### config.mk
export PLATFORM = sky130hd
export DESIGN_NAME = onehot_decoder_stream_flat
export DESIGN_NICKNAME = d
export VERILOG_FILES = /design/src/rtl/onehot_decoder_stream_if.sv /design/src/rtl/onehot_decoder_stream.sv /design/src/flat_wrapper.sv
export SDC_FILE = /design/constraint.sdc
export NUM_CORES = 1
export LEC_CHECK = 0
export CORE_MARGIN = 8
export CORE_UTILIZATION = 45
export CTS_CLUSTER_SIZE = 14
export DETAILED_ROUTE_END_ITERATION = 12
export HOLD_SLACK_MARGIN = 0.08
export PLACE_DENSITY = 0.73
export SLEW_MARGIN = 20
export SYNTH_ARGS = -nofsm -noshare
export SYNTH_HDL_FRONTEND = slang
export SYNTH_SLANG_ARGS = --single-unit
### constraint.sdc
create_clock -name clk -period 1.5 [get_ports clk]
set_input_delay 0.225 -clock clk [delete_from_list [all_inputs] [get_ports clk]]
set_output_delay 0.225 -clock clk [all_outputs]
set_load 0.05 [all_outputs]
### src/rtl/onehot_decoder_stream_if.sv
// Handshake bundle for onehot_decoder_stream: code-in stream and one-hot-out stream.
// When DECODER_PARITY_EN is defined the bundle also carries d_par (producer side)
// and err (decoder side).
interface onehot_decoder_stream_if #(
    parameter int SEL_W = 2
);
    localparam int OUT_W = 2 ** SEL_W;

    logic             in_valid;
    logic             in_ready;
    logic [SEL_W-1:0] d;
    logic             en;
    logic             out_valid;
    logic             out_ready;
    logic [OUT_W-1:0] y;
`ifdef DECODER_PARITY_EN
    logic             d_par;
    logic             err;
`endif

`ifdef DECODER_PARITY_EN
    modport master (
        output in_valid, d, en, d_par, out_ready,
        input  in_ready, out_valid, y, err
    );
    modport slave (
        input  in_valid, d, en, d_par, out_ready,
        output in_ready, out_valid, y, err
    );
`else
    modport master (
        output in_valid, d, en, out_ready,
        input  in_ready, out_valid, y
    );
    modport slave (
        input  in_valid, d, en, out_ready,
        output in_ready, out_valid, y
    );
`endif
endinterface

### src/rtl/onehot_decoder_stream.sv
// Streaming binary-to-one-hot decoder with a 2-entry FIFO between the input and
// output handshakes, plus a saturating count of delivered words.
// Optional build macro DECODER_PARITY_EN: adds even-parity checking of d against
// d_par; bad words are consumed but dropped and flagged by a one-cycle err pulse.
module onehot_decoder_stream #(
    parameter int SEL_W = 2,
    parameter int CNT_W = 8
) (
    input  logic                 clk,
    input  logic                 rst_n,
    onehot_decoder_stream_if.slave bus,
    output logic [CNT_W-1:0]     cnt
);
    localparam int OUT_W = 2 ** SEL_W;

    logic [OUT_W-1:0] mem [2];
    logic             wr_ptr;
    logic             rd_ptr;
    logic [1:0]       count;
    logic             accept;
    logic             par_ok;
    logic             push;
    logic             pop;
    logic [OUT_W-1:0] word;

    // Readiness and validity come from the registered occupancy only, so there is
    // no combinational path from out_ready or in_valid to either handshake output.
    assign bus.in_ready  = rst_n & (count != 2'd2);
    assign bus.out_valid = (count != 2'd0);
    assign bus.y         = bus.out_valid ? mem[rd_ptr] : '0;

    assign accept = bus.in_valid & bus.in_ready;
    assign pop    = bus.out_valid & bus.out_ready;

`ifdef DECODER_PARITY_EN
    assign par_ok = ((^bus.d) == bus.d_par);
`else
    assign par_ok = 1'b1;
`endif

    assign push = accept & par_ok;

    // Decode at enqueue time so the stored entry is already the output word.
    assign word = bus.en ? ({{(OUT_W-1){1'b0}}, 1'b1} << bus.d) : '0;

    // FIFO storage, pointers and occupancy; reset discards every buffered word.
    always_ff @(posedge clk or negedge rst_n) begin
        if (!rst_n) begin
            mem[0] <= '0;
            mem[1] <= '0;
            wr_ptr <= 1'b0;
            rd_ptr <= 1'b0;
            count  <= 2'd0;
        end else begin
            if (push) begin
                mem[wr_ptr] <= word;
                wr_ptr      <= ~wr_ptr;
            end
            if (pop) begin
                rd_ptr <= ~rd_ptr;
            end
            case ({push, pop})
                2'b10:   count <= count + 2'd1;
                2'b01:   count <= count - 2'd1;
                default: count <= count;
            endcase
        end
    end

    // Delivered-word counter, saturating at all-ones rather than wrapping.
    always_ff @(posedge clk or negedge rst_n) begin
        if (!rst_n) begin
            cnt <= '0;
        end else if (pop && (cnt != {CNT_W{1'b1}})) begin
            cnt <= cnt + 1'b1;
        end
    end

`ifdef DECODER_PARITY_EN
    // One-cycle error pulse following the edge that consumed a bad-parity word.
    always_ff @(posedge clk or negedge rst_n) begin
        if (!rst_n) begin
            bus.err <= 1'b0;
        end else begin
            bus.err <= accept & ~par_ok;
        end
    end
`endif

endmodule
### src/flat_wrapper.sv
// flat-port wrapper written by rule: the top's interface ports become plain ports
module onehot_decoder_stream_flat 
#(
    parameter int SEL_W = 2,
    parameter int CNT_W = 8
)
  (clk, rst_n, cnt, bus_in_valid, bus_d, bus_en, bus_out_ready, bus_in_ready, bus_out_valid, bus_y);
  onehot_decoder_stream_if #(.SEL_W(SEL_W)) bus_i ();
  input  logic clk;
  input  logic rst_n;
  output logic [CNT_W-1:0] cnt;
  input wire logic [$bits(bus_i.in_valid)-1:0] bus_in_valid;
  input wire logic [$bits(bus_i.d)-1:0] bus_d;
  input wire logic [$bits(bus_i.en)-1:0] bus_en;
  input wire logic [$bits(bus_i.out_ready)-1:0] bus_out_ready;
  output wire logic [$bits(bus_i.in_ready)-1:0] bus_in_ready;
  output wire logic [$bits(bus_i.out_valid)-1:0] bus_out_valid;
  output wire logic [$bits(bus_i.y)-1:0] bus_y;
  assign bus_i.in_valid = bus_in_valid;
  assign bus_i.d = bus_d;
  assign bus_i.en = bus_en;
  assign bus_i.out_ready = bus_out_ready;
  assign bus_in_ready = bus_i.in_ready;
  assign bus_out_valid = bus_i.out_valid;
  assign bus_y = bus_i.y;
  onehot_decoder_stream #(.SEL_W(SEL_W), .CNT_W(CNT_W)) u_core (.clk(clk), .rst_n(rst_n), .bus(bus_i), .cnt(cnt));
endmodule
==> load_flow_metrics.sql <==
INSERT INTO impl_metrics (metric_group, metric, value, unit) VALUES
('synthesis', 'synth_enable_flop_cells', '0', ''),
('synthesis', 'postSynth.topFlopCell', 'sky130_fd_sc_hd__dfrtp_1', ''),
('clocking', 'clk_pin_slew', '0.12', 'ns'),
('clocking', 'htreeDepth', '1', ''),
('layout', 'final.fill_count', '141', ''),
('layout', 'layout_cells_excl_fill', '154', ''),
('timing', 'fin_worst_hold_slack', '0.08738', 'ns'),
('synthesis', 'synth-compound-area-share', '6.145', '%'),
('placement', 'placed_cell_area', '0.001459', 'mm^2'),
('timing', 'setup_slack', '-0.006242', 'ns'),
('worst_setup_path', 'cp.arrival', '1.28', 'ns'),
('global_routing', 'grtUsageTotal', '11.56', '%'),
('synthesis', 'synth_most_common_cell', 'sky130_fd_sc_hd__dfrtp_1', ''),
('layout', 'synthToLayoutAreaGrowth', '54.82', '%'),
('detailed_routing', 'drt-wirelength-per-cell', '14.81', 'um'),
('global_routing', 'first_global_vias', '871', ''),
('clocking', 'later_pin_clock_latency_in_the_skew_report', '0.29', 'ns'),
('placement', 'place.detailed.instances', '146', ''),
('synthesis', 'synth_xor_area_share', '5.060', '%'),
('global_routing', 'grt_first_pass_wirelength', '3857', 'um'),
('layout', 'post_route_cells_drive_above_1_share', '54.76', '%'),
('clocking', 'cts_buffer_count', '3', ''),
('synthesis', 'postSynth.asyncResetShare', '100.0', '%'),
('floorplanning', 'io_pins', '21', ''),
('detailed_routing', 'post_drt_via_cell_ratio', '5.344', ''),
('timing', 'tightest_slew', '0.2569', 'ns'),
('power', 'p_per_area', '2332', 'mW/mm^2'),
('power', 'cellLeakagePower', '0.6987', 'nW'),
('detailed_routing', 'detailedRoute.firstIterationViolations', '16', ''),
('synthesis', 'register_bit_count_reported_by_yosys', '20', ''),
('timing', 'max_slew_margin', '82.82', '%'),
('detailed_routing', 'route.antenna.remaining_nets', '0', ''),
('layout', 'final_area', '0.001608', 'mm^2'),
('placement', 'portBuffers', '20', ''),
('synthesis', 'post_synth_fa_ha_maj_area_fraction', '2.410', '%'),
('clocking', 'count_of_clock_tree_sinks', '20', ''),
('worst_setup_path', 'cp.required', '1.27', 'ns'),
('timing', 'post-route-min-period', '1.506', 'ns'),
('floorplanning', 'num_rows', '17', ''),
('detailed_routing', 'drt_wl_total', '2281', 'um'),
('worst_hold_path', 'hold_path_class', 'in2async', ''),
('synthesis', 'synth_area', '0.001038', 'mm^2'),
('global_routing', 'grt_start_max_net_pins', '15', ''),
('synthesis', 'synth_top_family_by_area', 'simple AND/OR/NAND/NOR gates', ''),
('clocking', 'cts_root_buf', 'sky130_fd_sc_hd__clkbuf_4', ''),
('timing', 'slew_viol_final', '0', ''),
('synthesis', 'avgSynthCellArea', '11.67', 'um^2'),
('timing', 'clock.fmax', '663.9', 'MHz'),
('flow_run', 'drv.max_cap_violation_count', '0', ''),
('global_routing', 'globalRouteOverflowTotal', '0', ''),
('layout', 'number_of_diodes', '0', ''),
('synthesis', 'synth.area.top_cells', 'sky130_fd_sc_hd__dfrtp_1 48%, sky130_fd_sc_hd__mux2_2 12%, sky130_fd_sc_hd__xnor2_1 4.2%', ''),
('synthesis', 'post_synth_num_cell_types', '30', ''),
('synthesis', 'synthesis.yosys.warnings', '0', ''),
('status', 'status', 'finished with violations', ''),
('detailed_routing', 'route.detailed.drc', '0', ''),
('power', 'ir_worst_vdd', '0.001681', 'V'),
('worst_setup_path', 'worstSetupEndpointType', 'output pin', ''),
('synthesis', 'fraction_of_the_mapped_netlist_area_in_simple_logic_gates', '18.80', '%'),
('detailed_routing', 'vias', '823', ''),
('synthesis', 'synthesis.instances', '89', ''),
('status', 'violations', 'setup timing', ''),
('timing', 'setup_repair_after_global_routing_missed_its_margin', 'true', ''),
('worst_setup_path', 'startpoint_type', 'flip-flop', ''),
('synthesis', 'synth_fp_nets', '98', ''),
('detailed_routing', 'drtPass1Iterations', '3', ''),
('timing', 'setup_viol_count_final', '3', ''),
('floorplanning', 'die_y', '64.04', 'um'),
('timing', 'final_setup_skew', '0.001123', 'ns'),
('floorplanning', 'floorplan.initialDensity', '47.40', '%'),
('worst_setup_path', 'r2r_slack', '0', 'ns');
## layer usage
metal / vias to the layer above / track usage (%) / wire length [um]
met1: 411 / 13.65 / 970
met4: 0 / 4.178 / 45
met5: - / 0 / 0
met3: 6 / 3.136 / 85
li1: 391 / - / -
met2: 15 / 19.57 / 1179
## final cells by class
class / count / area [um^2] / area share (%)
multi-input combinational: 66 / 586.8 / 36.50
tap: 28 / 35.03 / 2.179
clock inverter: 1 / 30.03 / 1.868
clock buffer: 3 / 22.52 / 1.401
timing repair buffer: 34 / 414.1 / 25.76
sequential: 20 / 511.7 / 31.83
inverter: 2 / 7.507 / 0.4669
## power by group
group	internal, W	total [W]	switching, W
logic	0.00108	0.00215	0.00108
clock network	0.000270	0.000437	0.000167
registers	0.000794	0.00116	0.000364
## worst paths after layout
path                                             start  cells after the start                     endpoint
setup / recovery           u_core.count[0]$_DFFE_PN0P_                      5                     bus_y[2]
hold / removal                                   rst_n                      2  u_core.count[0]$_DFFE_PN0P_
setup reg to reg           u_core.count[0]$_DFFE_PN0P_                      5    u_core.cnt[7]$_DFFE_PN0P_
hold reg to reg              u_core.mem[5]$_DFFE_PN0P_                      1    u_core.mem[5]$_DFFE_PN0P_
max in group asynchronous                        rst_n                      3    u_core.rd_ptr$_DFFE_PN0P_
min in group clk                                 rst_n                      4    u_core.wr_ptr$_DFFE_PN0P_
## worst max-delay path, cell delays in order (launching register included)
cell,delay [ns]
sky130_fd_sc_hd__dfrtp_1,0.42
sky130_fd_sc_hd__buf_6,0.13
sky130_fd_sc_hd__nor2_4,0.03
sky130_fd_sc_hd__buf_6,0.13
sky130_fd_sc_hd__nor2_2,0.11
sky130_fd_sc_hd__buf_6,0.16
## cells by family (layout without fill, tap and decap cells)
family	count (synthesis)	after routing
xor+xnor	6	6
compound gates	8	8
buf+inv	3	40
simple gates	33	33
flops	20	20
mux	17	17
fa+ha+maj	2	2
## layout by cell type, fill, tap and decap left out, drive strengths merged, types with 2 or more instances in the layout
cell type	n
nand2b	2
ha	2
nand4	2
mux2i	4
nor3	2
dfrtp	20
nand2	8
inv	2
mux2	13
nor2	10
clkbuf	3
a21oi	2
clkdlybuf4s50	5
o21ai	3
xnor2	5
nand3	3
a211oi	2
buf	27
## sequential cells by signal, indices dropped and copies added, names as in the netlist
signal,cells
u_core.wr_ptr,1
u_core.count,2
u_core.cnt,8
u_core.rd_ptr,1
u_core.mem,8
## through the flow
step	TNS [ns]	worst slack [ns]	total power, W	util [%]
after global placement	-0.2431	-0.06244	0.003058	66.59
after global routing	-0.4859	-0.07886	0.003949	73.39
final	-0.01389	-0.006242	0.003750	73.39
after floorplan	0	0.007083	0.002274	-
after detailed placement	-0.4232	-0.09111	0.003115	66.59
after CTS	0	0.01221	0.003715	72.24
## timing repair
item,CTS,global route
gates resized for setup,13,6
setup endpoints to repair,8,10
endpoints found under the hold margin,6,0
pin swaps,1,1
gates cloned,0,0
setup buffers,3,0
hold buffers,1,0
(Power assumes the default switching activity.)
